`src/rtl/alu_issue_sequencer_pkg.sv`:
```
// Shared opcode encodings, flag bit positions, sequencer state encoding and
// opcode-class helpers for the execute-stage issue/writeback logic.
package alu_issue_sequencer_pkg;

    // Arithmetic/logic opcodes (alu_en = 1)
    localparam logic [4:0] OP_ADD  = 5'd0;
    localparam logic [4:0] OP_SUB  = 5'd1;
    localparam logic [4:0] OP_MUL  = 5'd2;
    localparam logic [4:0] OP_DIV  = 5'd3;
    localparam logic [4:0] OP_AND  = 5'd4;
    localparam logic [4:0] OP_OR   = 5'd5;
    localparam logic [4:0] OP_XOR  = 5'd6;
    localparam logic [4:0] OP_NOT  = 5'd7;
    localparam logic [4:0] OP_CMP  = 5'd8;
    localparam logic [4:0] OP_SETB = 5'd9;
    localparam logic [4:0] OP_CLRB = 5'd10;
    localparam logic [4:0] OP_CPLB = 5'd11;
    localparam logic [4:0] OP_SETF = 5'd12;
    localparam logic [4:0] OP_CLRF = 5'd13;
    localparam logic [4:0] OP_CPLF = 5'd14;

    // Load/move opcodes (alu_en = 0) share the low code points
    localparam logic [4:0] OP_LBL  = 5'd0;
    localparam logic [4:0] OP_LBH  = 5'd1;
    localparam logic [4:0] OP_MOV  = 5'd2;

    localparam int FLAG_C   = 0;
    localparam int FLAG_V   = 1;
    localparam int FLAG_N   = 2;
    localparam int FLAG_Z   = 3;
    localparam int FLAG_P   = 4;
    localparam int FLAG_EQ  = 5;
    localparam int FLAG_CMP = 6;

    typedef enum logic [1:0] {
        ST_IDLE = 2'd0,
        ST_EXEC = 2'd1,
        ST_WB0  = 2'd2,
        ST_WB1  = 2'd3
    } seq_state_t;

    function automatic logic is_muldiv(input logic [4:0] opcode);
        return (opcode == OP_MUL) || (opcode == OP_DIV);
    endfunction

    function automatic logic writes_reg(input logic [4:0] opcode);
        return !((opcode == OP_CMP) || (opcode == OP_SETF) ||
                 (opcode == OP_CLRF) || (opcode == OP_CPLF));
    endfunction

endpackage

```
`src/rtl/alu_issue_sequencer_if.sv`:
```
// Issue handshake and register-file write port of the issue sequencer.
interface alu_issue_sequencer_if #(
    parameter int DATA_W = 16,
    parameter int REG_AW = 3
);
    logic              in_valid;
    logic              in_ready;
    logic              in_alu_en;
    logic [4:0]        in_opcode;
    logic [DATA_W-1:0] in_op1;
    logic [DATA_W-1:0] in_op2;
    logic [3:0]        in_bitpos;
    logic [7:0]        in_imm;
    logic [REG_AW-1:0] in_rd;
    logic              wb_en;
    logic [REG_AW-1:0] wb_addr;
    logic [DATA_W-1:0] wb_data;

    modport master (
        output in_valid, in_alu_en, in_opcode, in_op1, in_op2, in_bitpos, in_imm, in_rd,
        input  in_ready, wb_en, wb_addr, wb_data
    );

    modport slave (
        input  in_valid, in_alu_en, in_opcode, in_op1, in_op2, in_bitpos, in_imm, in_rd,
        output in_ready, wb_en, wb_addr, wb_data
    );
endinterface

```
`src/rtl/alu_issue_sequencer_op_class.sv`:
```
// Opcode classification shared by the issue sequencer and the hazard unit.
module alu_op_class (
    input  logic [4:0] opcode,
    input  logic       alu_en,
    output logic       is_muldiv,
    output logic       writes_reg,
    output logic       is_flag_only
);
    // Load/move ops reuse low opcode values, so every class is gated by alu_en.
    always_comb begin
        is_muldiv    = alu_en && alu_issue_sequencer_pkg::is_muldiv(opcode);
        is_flag_only = alu_en && !alu_issue_sequencer_pkg::writes_reg(opcode);
        writes_reg   = !is_flag_only;
    end
endmodule

```
`src/rtl/alu_issue_sequencer.sv`:
```
// Multi-cycle issue/writeback sequencer: holds ALU inputs for the op latency,
// commits flags once, then serialises one or two results onto the write port.
module alu_issue_sequencer
    import alu_issue_sequencer_pkg::*;
#(
    parameter int DATA_W     = 16,
    parameter int REG_AW     = 3,
    parameter int MULDIV_LAT = 2
) (
    input  logic                clk,
    input  logic                reset,
    alu_issue_sequencer_if.slave bus,
    output logic                alu_en,
    output logic [4:0]          alu_opcode,
    output logic [DATA_W-1:0]   alu_operand_1,
    output logic [DATA_W-1:0]   alu_operand_2,
    output logic [3:0]          alu_bit_position,
    output logic [7:0]          alu_immediate,
    input  logic [DATA_W-1:0]   alu_result_0,
    input  logic [DATA_W-1:0]   alu_result_1,
    input  logic [DATA_W-1:0]   alu_next_flags,
    input  logic [15:0]         current_flags,
    output logic [15:0]         flags_out,
    output logic                busy
);
    localparam int CNT_W = $clog2(MULDIV_LAT + 1);
    localparam logic [CNT_W-1:0] MD_CNT = CNT_W'(MULDIV_LAT - 1);

    seq_state_t        state_reg;
    logic [CNT_W-1:0]  cnt_reg;
    logic              en_reg;
    logic [4:0]        opcode_reg;
    logic [DATA_W-1:0] op1_reg;
    logic [DATA_W-1:0] op2_reg;
    logic [3:0]        bitpos_reg;
    logic [7:0]        imm_reg;
    logic [REG_AW-1:0] rd_reg;
    logic [DATA_W-1:0] r0_reg;
    logic [DATA_W-1:0] r1_reg;
    logic              div0_reg;

    logic lat_muldiv;
    logic lat_writes;
    logic lat_flag_only;

    alu_op_class u_lat_class (
        .opcode       (opcode_reg),
        .alu_en       (en_reg),
        .is_muldiv    (lat_muldiv),
        .writes_reg   (lat_writes),
        .is_flag_only (lat_flag_only)
    );

    always_ff @(posedge clk or posedge reset) begin
        if (reset) begin
            state_reg  <= ST_IDLE;
            cnt_reg    <= '0;
            en_reg     <= 1'b0;
            opcode_reg <= '0;
            op1_reg    <= '0;
            op2_reg    <= '0;
            bitpos_reg <= '0;
            imm_reg    <= '0;
            rd_reg     <= '0;
            r0_reg     <= '0;
            r1_reg     <= '0;
            div0_reg   <= 1'b0;
        end else begin
            case (state_reg)
                ST_IDLE: begin
                    if (bus.in_valid) begin
                        en_reg     <= bus.in_alu_en;
                        opcode_reg <= bus.in_opcode;
                        op1_reg    <= bus.in_op1;
                        op2_reg    <= bus.in_op2;
                        bitpos_reg <= bus.in_bitpos;
                        imm_reg    <= bus.in_imm;
                        rd_reg     <= bus.in_rd;
                        cnt_reg    <= (bus.in_alu_en && is_muldiv(bus.in_opcode)) ? MD_CNT : '0;
                        state_reg  <= ST_EXEC;
                    end
                end
                ST_EXEC: begin
                    if (cnt_reg == '0) begin
                        // Flag-only ops leave the result register untouched.
                        if (!lat_flag_only) begin
                            r0_reg <= alu_result_0;
                        end
                        if (lat_muldiv) begin
                            r1_reg <= alu_result_1;
                        end
                        div0_reg  <= en_reg && (opcode_reg == OP_DIV) && (op2_reg == '0);
                        state_reg <= ST_WB0;
                    end else begin
                        cnt_reg <= cnt_reg - 1'b1;
                    end
                end
                ST_WB0: begin
                    state_reg <= (lat_muldiv && !div0_reg) ? ST_WB1 : ST_IDLE;
                end
                ST_WB1: begin
                    state_reg <= ST_IDLE;
                end
                default: begin
                    state_reg <= ST_IDLE;
                end
            endcase
        end
    end

    assign alu_en           = en_reg;
    assign alu_opcode       = opcode_reg;
    assign alu_operand_1    = op1_reg;
    assign alu_operand_2    = op2_reg;
    assign alu_bit_position = bitpos_reg;
    assign alu_immediate    = imm_reg;

    // The ALU result is only committed in the last execute cycle of a real ALU op.
    assign flags_out = ((state_reg == ST_EXEC) && (cnt_reg == '0) && en_reg)
                       ? 16'(alu_next_flags) : current_flags;

    assign bus.in_ready = (state_reg == ST_IDLE);
    assign busy         = (state_reg != ST_IDLE);
    assign bus.wb_en    = ((state_reg == ST_WB0) && lat_writes) || (state_reg == ST_WB1);
    assign bus.wb_addr  = (state_reg == ST_WB1) ? rd_reg + 1'b1 : rd_reg;
    assign bus.wb_data  = (state_reg == ST_WB1) ? r1_reg : r0_reg;

endmodule

```
`src/flat_wrapper.sv`:
```
// flat-port wrapper written by rule: the top's interface ports become plain ports
module alu_issue_sequencer_flat import alu_issue_sequencer_pkg::*;
#(
    parameter int DATA_W     = 16,
    parameter int REG_AW     = 3,
    parameter int MULDIV_LAT = 2
)
  (clk, reset, alu_en, alu_opcode, alu_operand_1, alu_operand_2, alu_bit_position, alu_immediate, alu_result_0, alu_result_1, alu_next_flags, current_flags, flags_out, busy, bus_in_valid, bus_in_alu_en, bus_in_opcode, bus_in_op1, bus_in_op2, bus_in_bitpos, bus_in_imm, bus_in_rd, bus_in_ready, bus_wb_en, bus_wb_addr, bus_wb_data);
  alu_issue_sequencer_if #(.DATA_W(DATA_W), .REG_AW(REG_AW)) bus_i ();
  input  logic clk;
  input  logic reset;
  output logic alu_en;
  output logic [4:0] alu_opcode;
  output logic [DATA_W-1:0] alu_operand_1;
  output logic [DATA_W-1:0] alu_operand_2;
  output logic [3:0] alu_bit_position;
  output logic [7:0] alu_immediate;
  input  logic [DATA_W-1:0] alu_result_0;
  input  logic [DATA_W-1:0] alu_result_1;
  input  logic [DATA_W-1:0] alu_next_flags;
  input  logic [15:0] current_flags;
  output logic [15:0] flags_out;
  output logic busy;
  input wire logic [$bits(bus_i.in_valid)-1:0] bus_in_valid;
  input wire logic [$bits(bus_i.in_alu_en)-1:0] bus_in_alu_en;
  input wire logic [$bits(bus_i.in_opcode)-1:0] bus_in_opcode;
  input wire logic [$bits(bus_i.in_op1)-1:0] bus_in_op1;
  input wire logic [$bits(bus_i.in_op2)-1:0] bus_in_op2;
  input wire logic [$bits(bus_i.in_bitpos)-1:0] bus_in_bitpos;
  input wire logic [$bits(bus_i.in_imm)-1:0] bus_in_imm;
  input wire logic [$bits(bus_i.in_rd)-1:0] bus_in_rd;
  output wire logic [$bits(bus_i.in_ready)-1:0] bus_in_ready;
  output wire logic [$bits(bus_i.wb_en)-1:0] bus_wb_en;
  output wire logic [$bits(bus_i.wb_addr)-1:0] bus_wb_addr;
  output wire logic [$bits(bus_i.wb_data)-1:0] bus_wb_data;
  assign bus_i.in_valid = bus_in_valid;
  assign bus_i.in_alu_en = bus_in_alu_en;
  assign bus_i.in_opcode = bus_in_opcode;
  assign bus_i.in_op1 = bus_in_op1;
  assign bus_i.in_op2 = bus_in_op2;
  assign bus_i.in_bitpos = bus_in_bitpos;
  assign bus_i.in_imm = bus_in_imm;
  assign bus_i.in_rd = bus_in_rd;
  assign bus_in_ready = bus_i.in_ready;
  assign bus_wb_en = bus_i.wb_en;
  assign bus_wb_addr = bus_i.wb_addr;
  assign bus_wb_data = bus_i.wb_data;
  alu_issue_sequencer #(.DATA_W(DATA_W), .REG_AW(REG_AW), .MULDIV_LAT(MULDIV_LAT)) u_core (.clk(clk), .reset(reset), .bus(bus_i), .alu_en(alu_en), .alu_opcode(alu_opcode), .alu_operand_1(alu_operand_1), .alu_operand_2(alu_operand_2), .alu_bit_position(alu_bit_position), .alu_immediate(alu_immediate), .alu_result_0(alu_result_0), .alu_result_1(alu_result_1), .alu_next_flags(alu_next_flags), .current_flags(current_flags), .flags_out(flags_out), .busy(busy));
endmodule
```
`config.mk`:
```
export PLATFORM = sky130hd
export DESIGN_NAME = alu_issue_sequencer_flat
export DESIGN_NICKNAME = d
export VERILOG_FILES = /design/src/rtl/alu_issue_sequencer_pkg.sv /design/src/rtl/alu_issue_sequencer_if.sv /design/src/rtl/alu_issue_sequencer_op_class.sv /design/src/rtl/alu_issue_sequencer.sv /design/src/flat_wrapper.sv
export SDC_FILE = /design/constraint.sdc
export NUM_CORES = 1
export LEC_CHECK = 0
export CAP_MARGIN = 0
export CORE_UTILIZATION = 40
export DETAILED_ROUTE_END_ITERATION = 7
export GPL_ROUTABILITY_DRIVEN = 1
export HOLD_SLACK_MARGIN = 0.1
export PLACE_DENSITY = 0.8
export SLEW_MARGIN = 20
export SYNTH_ARGS = -nofsm -noshare
export SYNTH_HDL_FRONTEND = slang
export SYNTH_SLANG_ARGS = --single-unit
```
`constraint.sdc`:
```
create_clock -name clk -period 4.41 [get_ports clk]
set_clock_uncertainty 0.15 [all_clocks]
set_input_delay 0.882 -clock clk [delete_from_list [all_inputs] [get_ports clk]]
set_output_delay 0.882 -clock clk [all_outputs]
set_load 0.05 [all_outputs]
```
**Word-level counts from Yosys, hierarchy flattened**

Index checks and enable logic that the tools add are counted.

- Flip-flop bits (word level): 90
- Output and inout port bits: 88
- Logic and storage cells: 68

- Add/subtract/negate cells: 2
- Eq/ne operators: 14
- Mux-type cells: 11
- Bitwise gates (word level): 1
- Reductions and logical operators: 28

Operators with widths:

| cell | count |
|---|---|
| $mux W16 | 2 |
| $eq A5 B2 Y1 const B | 4 |
| $eq A5 B4 Y1 const B | 4 |
| $logic_not A16 Y1 | 1 |
| $mux W2 | 5 |
| $logic_and A1 B1 Y1 | 9 |
| $reduce_and A3 Y1 | 3 |
| $pmux W2 S4 | 1 |
| $logic_or A1 B1 Y1 | 6 |
| $reduce_and A2 Y1 | 3 |
| $eq A2 B2 Y1 const B | 2 |
| $logic_not A2 Y1 | 2 |
| $ne A2 B2 Y1 const B | 2 |
| $pmux W2 S2 | 1 |
| $reduce_bool A2 Y1 | 2 |
| $add A3 B1 Y3 const B | 1 |
| $mux W3 | 1 |
| $eq A2 B1 Y1 const B | 1 |
| $logic_not A1 Y1 | 2 |
| $ne A2 B1 Y1 const B | 1 |
| $sub A2 B1 Y2 const B | 1 |
| $mux W1 | 1 |
| $not A1 Y1 | 1 |

**Longest topological paths before layout**

Gate-level depths: netlist of the first run.

- Depth in word-level cells: 8
- Depth in mapped cells: 8
- Depth with buffers taken out: 6

**Modules after synthesis**

From an unflattened synthesis of the first run, not the netlist that was laid out.

- Cells, all modules: 270
- Area total of the unflattened synthesis: 4120.2 um2

Modules (own cells, without submodules):

| module | instances | cells each | area each (um2) | seq. area each (um2) |
|---|---|---|---|---|
| alu_issue_sequencer | 1 | 264 | 4067.7 | 2252.2 |
| alu_op_class | 1 | 6 | 52.6 | 0.0 |

**Worst setup path before layout of the first run**

No wires, ideal clock.

- Path type: reg2out
- Start: reg u_core.state_reg[0]
- End: out bus_wb_addr[0]
- Data arrival time: 1736 ps
- Slack: 1642 ps
- Stages on the path, launching flop included: 5
- Path through: dfrtp_1 > buf_2 > nand2_1 > buf_2 > xnor2_1

- Longest elaborated chain between the ends: 2

Ends and longest elaborated chain:

| item | RTL line | RTL |
|---|---|---|
| start: declaration | alu_issue_sequencer.sv:29 | `seq_state_t state_reg;` |
| start signal: assignment | alu_issue_sequencer.sv:99 | `state_reg <= (lat_muldiv && !div0_reg) ? ST_WB1 : ST_IDLE;` |
| $eq A2 B2 Y1 | alu_issue_sequencer.sv:125 | `assign bus.wb_addr = (state_reg == ST_WB1) ? rd_reg + 1'b1 : rd_reg;` |
| $mux W3 | alu_issue_sequencer.sv:125 |  |
| end: declaration | flat_wrapper.sv:34 | `output wire logic [$bits(bus_i.wb_addr)-1:0] bus_wb_addr;` |

No other way between the ends.

**Worst setup path in the final report of the first run**

- Start: reg u_core.state_reg[0]
- End: out bus_wb_addr[1]

The elaborated chain is that of the path after synthesis.

==> summary.txt, run 1 <==
Status
  • Status: finished clean

Cells and area
  • Commonest non-fill, non-tap cell in the layout: clkdlybuf4s50_1
  • Commonest cells after routing, fill and taps aside: clkdlybuf4s50_1 (207), mux2_2 (97), dfrtp_1 (90), mux2_4 (20), clkbuf_8 (9)
  • Layout area overhead: 58.51%
  • # diodes: 0
  • Post-route cell area: roughly 0.0065 sq mm
  • Filler cells: 780
  • Layout cells sized above 1: 0.2981
  • Final Non-Filler Cells: 616
  • Fin nets: 600

GRT
  • Vias in the first global route: 3105
  • Global-route wire length before repair: 15.38 mm
  • Remaining Overflow, GRT: 0
  • All-Layer GR Usage: 0.1907
  • Largest net degree at the start of global routing: 63
  • Initial antenna violation count: 0

Placement
  • IO Port Bufs: between 200 and 250
  • Dpl cells: 600
  • Area post-placement: between 0.006 and 0.007 sq mm
  • GP Congestion: slightly below 0.8
  • Detailed-placement wirelength estimate: ~7.7 mm
  • Post-Place Worst Slack: just over 1 ns

Pwr
  • Max IR drop VDD: 0.0004893 V
  • Leak: roughly 2.7 nW
  • Pwr Density: just under 900 mW/mm^2

Drt
  • Post-route ant nets: 0
  • Wire per inst: 16.51 microns
  • Vias per cell: around 4.8
  • Via count: 2934
  • DRT iter0 DRCs: 45
  • DRC Markers: 0
  • Detailed Route WL: 10.17 mm
  • DRT Pass-1 Iters: 4

Yosys
  • Mux contribution to synthesized area: 0.3408
  • Mean Syn Cell Area: 15.13 sq um
  • Post-synthesis adder-cell area fraction: 0.008879
  • Post-Synth XOR/XNOR Area: 0.004287
  • Netlist cell types: 34
  • Post-Synth Simple-Gate Area: 0.04654
  • Synth Register Bits: 90
  • Largest family of logic cells by synthesized area: multiplexers
  • Syn Nets: 392
  • Compound-Gate Fraction of Synth Area: 0.01470
  • Syn. warnings: 0
  • Mapped Cells: 270
  • Synthesized area: ~0.004 sq mm
  • Sequential area share after synthesis: 0.5511

STA
  • Crit path time final: 3.748 ns
  • Final setup TNS: 0 ns
  • Final setup viols: 0
  • Slew Viols, Final: 0
  • RSZ-0062 raised after global routing: false
  • Peak Freq: about 270 MHz
  • Final Worst Setup Slack: 0.6621 ns
  • Least-Margin Pin Slew: about 0.85 ns
  • Final Hold Viols: 0
  • Final Cycle Share: 0.8499
  • Slew margin rel.: 0.4323

Clock tree
  • H-tree Lvls: 3
  • Postcts setup bufs: 0
  • Post-CTS Resized: 0
  • Clock Latency Late Sink: 0.35 ns
  • CTS sink count: 90
  • CTS clk-pin slew, worst paths: 0.10 ns
  • CTS tree: built
  • Total CTS buffers: 9
  • Hold buffer count at CTS: 0
  • CTS Buffer Depth: 2
  • Root Buffer: clkbuf_8

Setup path
  • Setup crit end kind: primary output
  • Crit-path slowest cell: clkdlybuf4s50_1
  • Max Fanout on Critical Path: 18
  • Worst EP arrival: 2.72 ns
  • Crit path largest cell delay: between 0.8 and 0.9 ns
  • Crit path cell chain: nand2_1 -> mux2_2 -> clkdlybuf4s50_1
  • Critical path launch point type: register
  • Worst path required time: 3.38 ns
  • Critical Setup Path Class: reg -> out

Floorplanning
  • Die X: 103.1 microns
  • Area of the core: 0.009819 sq mm
  • Die area: roughly 0.011 sq mm
  • # rows: 36
  • Die Height: 103.1 microns
  • Ports: 208
  • Initial Utilization: 0.4162

Flow run
  • Max cap viols: 0

Min path
  • HP Class: reg -> reg
==> cells by family after synthesis <==
| family | count (synthesis) |
|---|---|
| compound gates | 8 |
| buf+inv | 19 |
| simple gates | 31 |
| flops | 90 |
| fa+ha+maj | 3 |
| mux | 117 |
| xor+xnor | 2 |
==> per-layer routing <==
metal | global-route usage | routed length, microns | vias up
met1 | 0.2400 | 4177 | 1458
li1 | - | - | 1370
met4 | 0.05092 | 80 | 0
met5 | 0 | 0 | -
met2 | 0.3226 | 5207 | 98
met3 | 0.05424 | 706 | 8
==> through the flow <==
stage               hold WS [ns]  total power, W    util
global route              0.3666        0.005925  0.6597
floorplan                 0.2985        0.003958       -
detailed placement        0.3225        0.005052  0.6366
finish                    0.3401        0.005654  0.6597
CTS                       0.3413        0.005708  0.6595
global placement          0.3111        0.004980  0.6366
==> where the power goes <==
| part | total [W] | internal, W | switching [W] |
|---|---|---|---|
| Combinational | 0.00352 | 0.00144 | 0.00209 |
| Clock | 0.000640 | 0.000329 | 0.000311 |
| Sequential | 0.00149 | 0.00123 | 0.000257 |
| Total | 0.00565 | 0.00300 | 0.00266 |
==> cell type report <==
type	count	area, sq um	area share
clock buffers	10	127.6	0.01970
clock inverters	6	97.59	0.01507
inverters	6	25.02	0.003863
multi-input cells	161	1702	0.2627
flip-flops and latches	90	2252	0.3477
well taps	133	166.4	0.02569
repair buffers	210	2107	0.3253
==> critical path, delay by kind of cell (launching register included) <==
family	cells	cell delay [ns]
buffers and inverters	1	0.82
DFF	1	0.54
muxes	1	0.42
and+or+nand+nor	1	0.58
==> cells in the mapped netlist <==
cell type  count  share of area
nand2_1        8         0.0073
ha_1           2         0.0061
nand3_1        3         0.0037
o21ai_4        1         0.0040
nor2_1         4         0.0037
nand2b_4       1         0.0034
nand2_2        1         0.0015
buf_4          5         0.0092
and3_1         1         0.0015
nor4b_1        1         0.0021
buf_2          4         0.0049
a22oi_1        1         0.0018
inv_1          6         0.0055
nor2b_1        2         0.0031
mux2_4        20          0.073
dfrtp_1       90           0.55
o31ai_1        1         0.0018
nor3_1         1         0.0012
xnor2_1        2         0.0043
nor2_8         1         0.0049
o31a_1         1         0.0021
buf_6          2         0.0055
or2_2          1         0.0015
nand4_1        1         0.0015
mux2_2        97           0.27
and2_4         1         0.0021
maj3_2         1         0.0028
o21ai_0        2         0.0024
buf_12         1         0.0049
nor4_1         2         0.0031
a21oi_1        2         0.0024
buf_8          1         0.0037
nand4b_1       1         0.0021
nor3b_1        2         0.0037
==> path summary, 6_finish.rpt <==
kind,slack (ns),cells after the start,from,to
max in group asynchronous,2.45,3,reset,u_core.r1_reg[12]$_DFFE_PP0P_
min in group asynchronous,0.87,2,reset,u_core.alu_bit_position[0]$_DFFE_PP0P_
min reg2reg,0.34,2,u_core.cnt_reg[1]$_DFFE_PP0P_,u_core.cnt_reg[1]$_DFFE_PP0P_
max reg2reg,2.17,5,u_core.state_reg[0]$_DFFE_PP0P_,u_core.cnt_reg[0]$_DFFE_PP0P_
max,0.66,3,u_core.state_reg[0]$_DFFE_PP0P_,bus_wb_addr[1]
min,0.34,2,u_core.cnt_reg[1]$_DFFE_PP0P_,u_core.cnt_reg[1]$_DFFE_PP0P_
Note: power is estimated with default switching activity, not from simulation.
==> inputs of run 2 (changes only) <==
clock period = 3.65 ns   (was 4.41 ns; I/O delays follow)
==> run 2 against run 1 <==
Against the previous run: total power is 23% higher; final area is 1.5% higher; sequential share of layout area is 0.50 points lower; critical path type unchanged.
==> summary.txt, run 2 (synthesis results as in run 1) <==
Floorplanning
  • Initial Utilization: 0.4162 (unchanged)
  • Area of the core: 0.009819 sq mm (unchanged)
  • Die X: 103.1 microns (unchanged)
  • Ports: 208 (unchanged)
  • # rows: 36 (unchanged)
  • Die area: 0.01062 sq mm (unchanged)
  • Die Height: 103.1 microns (unchanged)

Flow run
  • Max cap viols: 0 (unchanged)

Setup path
  • Crit-path most repeated cell: inv_1
  • Worst path required time: 2.77 ns (-0.61 ns)
  • Critical path launch point type: register
  • Crit path largest cell delay: 0.43 ns (-0.39 ns)
  • CP top delay family: buffers and inverters
  • Critical Setup Path Class: reg -> out
  • WP buf/inv: 3 (+2)
  • Max Fanout on Critical Path: 16 (-2)
  • Worst EP arrival: 2.32 ns (-0.40 ns)
  • Crit path cell chain: inv_1 -> ha_1 -> inv_1 -> nor2_8 -> nand2_2 -> mux2_2 -> dlymetal6s2s_1
  • Crit-path slowest cell: dlymetal6s2s_1
  • Setup crit end kind: primary output

Placement
  • Detailed-placement wirelength estimate: 7.913 mm (+3.0%)
  • IO Port Bufs: 207 (unchanged)
  • Dpl cells: 602 (+0.33%)
  • GP Congestion: 0.7397 (-6.0%)
  • Area post-placement: 0.006266 sq mm (+0.24%)

Pwr
  • Leak: 2.879 nW (+6.4%)
  • Max IR drop VDD: 0.0007045 V (+44%)
  • Pwr Density: 1056 mW/mm^2 (+21%)
  • Total Power: 0.006943 W (+23%)

STA
  • Final setup TNS: 0 ns (unchanged)
  • Slew margin rel.: 0.5240 (+0.09162)
  • Final Hold Viols: 0 (unchanged)
  • Crit path time final: 3.204 ns
  • RSZ-0062 raised after global routing: false
  • Slew Viols, Final: 0 (unchanged)
  • Least-Margin Pin Slew: 0.7114 ns (-0.1381 ns)
  • Final Cycle Share: 0.8778
  • Peak Freq: about 310 MHz
  • Final setup viols: 0 (unchanged)

Drt
  • Post-route ant nets: 0 (unchanged)
  • DRT Pass-1 Iters: 4 (unchanged)
  • DRC Markers: 0 (unchanged)
  • Vias per cell: 4.796 (+0.70%)
  • Detailed Route WL: 10.53 mm (+3.5%)
  • Wire per inst: 17.04 microns (+3.2%)
  • DRT iter0 DRCs: 51 (+13%)
  • Via count: 2964 (+1.0%)

Cells and area
  • Layout area overhead: 60.84%
  • Util after Layout: 0.6693 (+0.009684)
  • Final Non-Filler Cells: 618 (+0.32%)
  • Commonest cells after routing, fill and taps aside: clkdlybuf4s50_1 (191), mux2_2 (97), dfrtp_1 (90), mux2_4 (20), dlymetal6s2s_1 (16)
  • Filler cells: 750 (-3.8%)
  • Layout cells sized above 1: 0.3031 (+0.004956)
  • Post-route cell area: 0.006573 sq mm (+1.5%)
  • Fin nets: 602 (+0.33%)
  • # diodes: 0 (unchanged)
  • Commonest non-fill, non-tap cell in the layout: clkdlybuf4s50_1

GRT
  • All-Layer GR Usage: 0.2006 (+0.009930)
  • Largest net degree at the start of global routing: 57 (-9.5%)
  • Initial antenna violation count: 0 (unchanged)
  • Global-route wire length before repair: 15.85 mm (+3.0%)
  • Vias in the first global route: 3196 (+2.9%)
  • Remaining Overflow, GRT: 0 (unchanged)

Clock tree
  • CTS sink count: 90 (unchanged)
  • Postcts setup bufs: 0 (unchanged)
  • CTS Buffer Depth: 2 (unchanged)
  • H-tree Lvls: 3 (unchanged)
  • CTS tree: built
  • Root Buffer: clkbuf_8
  • Clock Latency Late Sink: 0.36 ns (about the same)
  • CTS clk-pin slew, worst paths: 0.08 ns (-0.02 ns)
  • Total CTS buffers: 9 (unchanged)

Min path
  • HP Class: reg -> reg

Status
  • Status: finished clean
[run 2: cell types whose count changed in the layout (fill, tap and decap cells not counted)]
cell	previous run	this run
inv_6	2	0
dlymetal6s2s_1	0	16
clkinv_2	0	1
buf_4	2	4
bufinv_16	2	4
clkbuf_1	1	0
clkdlybuf4s50_1	207	191
clkinvlp_4	0	1
inv_8	1	0
[run 2: per-layer routing]
layer / track usage / part of all wire / vias to the layer above
li1: - / - / 1379
met1: 0.2414 / 0.41 / 1462
met2: 0.3354 / 0.50 / 109
met3: 0.07390 / 0.080 / 14
met4: 0.06284 / 0.010 / 0
met5: 0 / 0 / -
[run 2: final cells by class]
class                      count  area, sq um  area share
clock buffer                   9        123.9     0.01885
clock inverter                 7        141.4     0.02151
inverter                       6        25.02    0.003807
multi-input combinational    161         1702      0.2589
sequential                    90         2252      0.3427
tap                          133        166.4     0.02532
timing repair buffer         212         2162      0.3290
[run 2: where the power goes]
group / leakage, nW / switching (W) / internal [W]
clock network: 0.129 / 0.000361 / 0.000524
logic: 1.66 / 0.00252 / 0.00173
registers: 1.09 / 0.000319 / 0.00149
[run 2: worst reg2reg max path: stages, from the launching register on]
cell     delay [ns]
dfrtp_1        0.43
maj3_2         0.36
o21ai_4        0.59
mux2_2         0.43
[run 2: worst paths after layout]
kind,startpoint,endpoint,slack (ns),cells past startpoint
worst max register to register,u_core.alu_opcode[0]$_DFFE_PP0P_,u_core.r0_reg[10]$_DFFE_PP0P_,1.59,3
worst min register to register,u_core.cnt_reg[1]$_DFFE_PP0P_,u_core.cnt_reg[1]$_DFFE_PP0P_,0.35,2
min in group asynchronous,reset,u_core.alu_bit_position[0]$_DFFE_PP0P_,0.68,2
max in group asynchronous,reset,u_core.r1_reg[14]$_DFFE_PP0P_,2.01,3
worst min-delay path,u_core.cnt_reg[1]$_DFFE_PP0P_,u_core.cnt_reg[1]$_DFFE_PP0P_,0.35,2
worst max-delay path,u_core.cnt_reg[0]$_DFFE_PP0P_,flags_out[14],0.45,7
[run 2: through the flow]
stage	hold slack, ns	worst slack [ns]
finish	0.3507	0.4460
global route	0.3766	0.2845
CTS	0.3507	0.02875
detailed placement	0.3296	0.4700
global placement	0.3162	0.5643
floorplan	0.2985	0.4347
[run 2: timing repair]
action / in CTS / in global routing
resized for setup: 0 / 16
setup endpoints to repair: 0 / 16
hold buffers: 0 / 0
==> inputs of run 3 (changes only) <==
ABC_AREA = 1   (was default)
clock period = 3.2 ns   (was 3.65 ns; I/O delays follow)
==> run 3 against run 2 <==
Against the previous run: critical path depth down 2; final area decreased by 1.1%; global-route usage grew 2.8 points; die area is 2.7% higher; sequential share of layout area rose by 0.38 points; clock power shrank 16%; sequential cell count stayed put; cell count increased by 42%; critical endpoint is now bus_wb_data[7].
==> summary.txt, run 3 <==
Setup path
  • Worst path required time: 2.41 ns (-0.36 ns)
  • Critical Setup Path Class: reg -> out
  • Critical path launch point type: register
  • Crit-path slowest cell: clkdlybuf4s50_1
  • Crit-path most repeated cell: nand2_1
  • Crit path cell chain: nand2_2 -> clkinvlp_4 -> nand2_1 -> nand2_1 -> clkdlybuf4s50_1
  • Max Fanout on Critical Path: 18 (+2)
  • Worst EP arrival: 2.28 ns (-0.04 ns)
  • Setup crit end kind: primary output
  • Register-to-register setup slack: 1.03 ns (-0.56 ns)
  • Crit path largest cell delay: 0.80 ns (+0.37 ns)

STA
  • RSZ-0062 raised after global routing: false
  • Final Worst Setup Slack: 0.1328 ns (-0.3133 ns)
  • Final Cycle Share: 0.9585
  • Slew Viols, Final: 0 (unchanged)
  • Peak Freq: 326.0 MHz
  • Slew margin rel.: 0.6427 (+0.1187)
  • Least-Margin Pin Slew: 0.5343 ns (-0.1771 ns)
  • Final Hold Viols: 0 (unchanged)
  • Final setup viols: 0 (unchanged)
  • Final setup TNS: 0 ns (unchanged)
  • Crit path time final: 3.067 ns

Placement
  • IO Port Bufs: 207 (unchanged)
  • Detailed-placement wirelength estimate: 9.028 mm (+14%)
  • Post-Place Worst Slack: 0.4034 ns (-0.06651 ns)
  • Dpl cells: 864 (+44%)
  • GP Congestion: 0.8367 (+13%)

Cells and area
  • Fin nets: 861 (+43%)
  • Filler cells: 879 (+17%)
  • Final Non-Filler Cells: 880 (+42%)
  • # diodes: 0 (unchanged)
  • Commonest non-fill, non-tap cell in the layout: nand2_1
  • Commonest cells after routing, fill and taps aside: nand2_1 (276), clkdlybuf4s50_1 (183), dfrtp_1 (90), nand3_1 (87), buf_4 (27)
  • Layout cells sized above 1: 0.07930 (-0.2238)
  • Layout area overhead: 54.87%

Yosys
  • Predominant post-synthesis flop cell: dfrtp_1
  • Mapped Cells: 544 (+100%)
  • Synth Register Bits: 90 (unchanged)
  • Syn. warnings: 0 (unchanged)
  • Netlist cell types: 20 (-41%)
  • Mean Syn Cell Area: 7.717 sq um (-49%)
  • Synth top cells by count: nand2_1 (277), dfrtp_1 (90), nand3_1 (87)
  • Syn Nets: 666 (+70%)
  • Post-synth EDFFs: 0 (unchanged)
  • Largest cells by area after synthesis: dfrtp_1 (54%), nand2_1 (25%), nand3_1 (10%), nor2_1 (2.0%), buf_2 (1.7%)
  • Top cell type's share of synthesized area: 0.5365 (-0.01462)
  • Sequential area share after synthesis: 0.5365 (-0.01462)
  • Synthesized area: 0.004198 sq mm (+2.7%)
  • Yosys top cell by area: dfrtp_1
  • Post-synth ARST share: 1.000 (unchanged)
  • Top-count cell post-synth: nand2_1

Floorplanning
  • Ports: 208 (unchanged)
  • Die area: 0.01091 sq mm (+2.7%)
  • Die Height: 104.4 microns (+1.3%)
  • Die X: 104.4 microns (+1.3%)
  • Area of the core: 0.01023 sq mm (+4.2%)
  • # rows: 37 (+2.8%)
  • Initial Utilization: 0.4103 (-0.005860)

Clock tree
  • CTS clk-pin slew, worst paths: 0.08 ns (about the same)
  • Root Buffer: clkbuf_8
  • CTS Buffer Depth: 2 (unchanged)
  • Hold buffer count at CTS: 0 (unchanged)
  • Total CTS buffers: 9 (unchanged)
  • H-tree Lvls: 3 (unchanged)
  • CTS sink count: 90 (unchanged)
  • Clock Latency Late Sink: 0.35 ns (about the same)
  • CTS tree: built

Pwr
  • Max IR drop VDD: 0.0008226 V (+17%)
  • Pwr Density: 1134 mW/mm^2 (+7.3%)
  • Total Power: 0.007372 W (+6.2%)
  • Leak: 3.223 nW (+12%)

GRT
  • All-Layer GR Usage: 0.2282 (+0.02757)
  • Global-route wire length before repair: 19.92 mm (+26%)
  • Largest net degree at the start of global routing: 91 (+60%)
  • Vias in the first global route: 4122 (+29%)
  • Remaining Overflow, GRT: 0 (unchanged)
  • Initial antenna violation count: 0 (unchanged)

Drt
  • Wire per inst: 13.98 microns (-18%)
  • Detailed Route WL: 12.30 mm (+17%)
  • Vias per cell: 4.886 (+1.9%)
  • DRC Markers: 0 (unchanged)
  • DRT Pass-1 Iters: 5 (+1)
  • DRT iter0 DRCs: 262 (+410%)
  • Post-route ant nets: 0 (unchanged)
  • Via count: 4300 (+45%)

Status
  • Status: finished clean

Flow run
  • Max cap viols: 0 (unchanged)

Min path
  • HP Class: reg -> reg
run 3: cell count changes after synthesis, sizes merged, moves of 6 or more:
cell / before / now
buf: 13 / 19
clkbuf: 0 / 10
inv: 6 / 14
mux2: 117 / 0
nand2: 9 / 282
nand3: 3 / 87
nor2: 5 / 25
run 3: per-layer routing:
layer	track usage	up-vias	routed length [microns]	part of all wire
met4	0.06224	0	108	0.0088
met5	0	-	0	0
met1	0.3073	2008	5250	0.43
met3	0.05639	11	974	0.079
li1	-	2096	-	-
met2	0.3661	185	5966	0.49
run 3: final timing paths:
check,startpoint,endpoint,cells past startpoint
worst min-delay path,u_core.alu_operand_1[6]$_DFFE_PP0P_,u_core.alu_operand_1[6]$_DFFE_PP0P_,2
worst min register to register,u_core.alu_operand_1[6]$_DFFE_PP0P_,u_core.alu_operand_1[6]$_DFFE_PP0P_,2
worst max-delay path,u_core.state_reg[0]$_DFFE_PP0P_,bus_wb_data[7],5
min in group asynchronous,reset,u_core.r0_reg[10]$_DFFE_PP0P_,3
max in group asynchronous,reset,u_core.alu_en$_DFFE_PP0P_,3
worst max register to register,u_core.state_reg[0]$_DFFE_PP0P_,u_core.alu_en$_DFFE_PP0P_,5
run 3: kinds of logic after synthesis:
family,Yosys count,share of synthesized area
buffers and inverters,44,0.04799
flip-flops,90,0.5365
XOR/XNOR,2,0.004174
AND/OR/NAND/NOR,396,0.3928
AO/OA/AOI/OAI,10,0.01252
adder cells (fa/ha/maj),2,0.005960
run 3: repair_timing:
item / CTS / global route
buffers inserted: 0 / 0
resized for setup: 0 / 1
endpoints found under the setup margin: 0 / 14
run 3: critical path: cells and delay by family, from the launching register on:
family,cells,cell delay [ns]
buffers and inverters,2,1.07
DFF,1,0.55
and+or+nand+nor,3,0.31
run 3: final cells by class:
| class | instances | area (sq um) | area share |
|---|---|---|---|
| Tap cell | 136 | 170.2 | 0.02617 |
| Clock inverter | 3 | 22.52 | 0.003464 |
| Clock buffer | 13 | 168.9 | 0.02598 |
| Timing Repair Buffer | 213 | 2079 | 0.3199 |
| Sequential cell | 90 | 2252 | 0.3464 |
| Multi-Input combinational cell | 410 | 1747 | 0.2687 |
| Inverter | 15 | 61.31 | 0.009430 |
run 3: power breakdown:
| group | internal, W | switching (W) | total [W] |
|---|---|---|---|
| combinational | 0.00144 | 0.00315 | 0.00460 |
| clock | 0.000347 | 0.000393 | 0.000740 |
| sequential | 0.00167 | 0.000368 | 0.00203 |
| total | 0.00346 | 0.00391 | 0.00737 |
run 3: through the flow:
stage | hold WS (ns) | utilization | instance area (sq um)
5_1_grt | 0.3479 | 0.6354 | 6501
3_3_place_gp | 0.3036 | 0.6164 | 6306
4_1_cts | 0.3298 | 0.6351 | 6497
2_1_floorplan | 0.2922 | - | 4198
3_5_place_dp | 0.3089 | 0.6164 | 6306
6_report | 0.3269 | 0.6354 | 6501
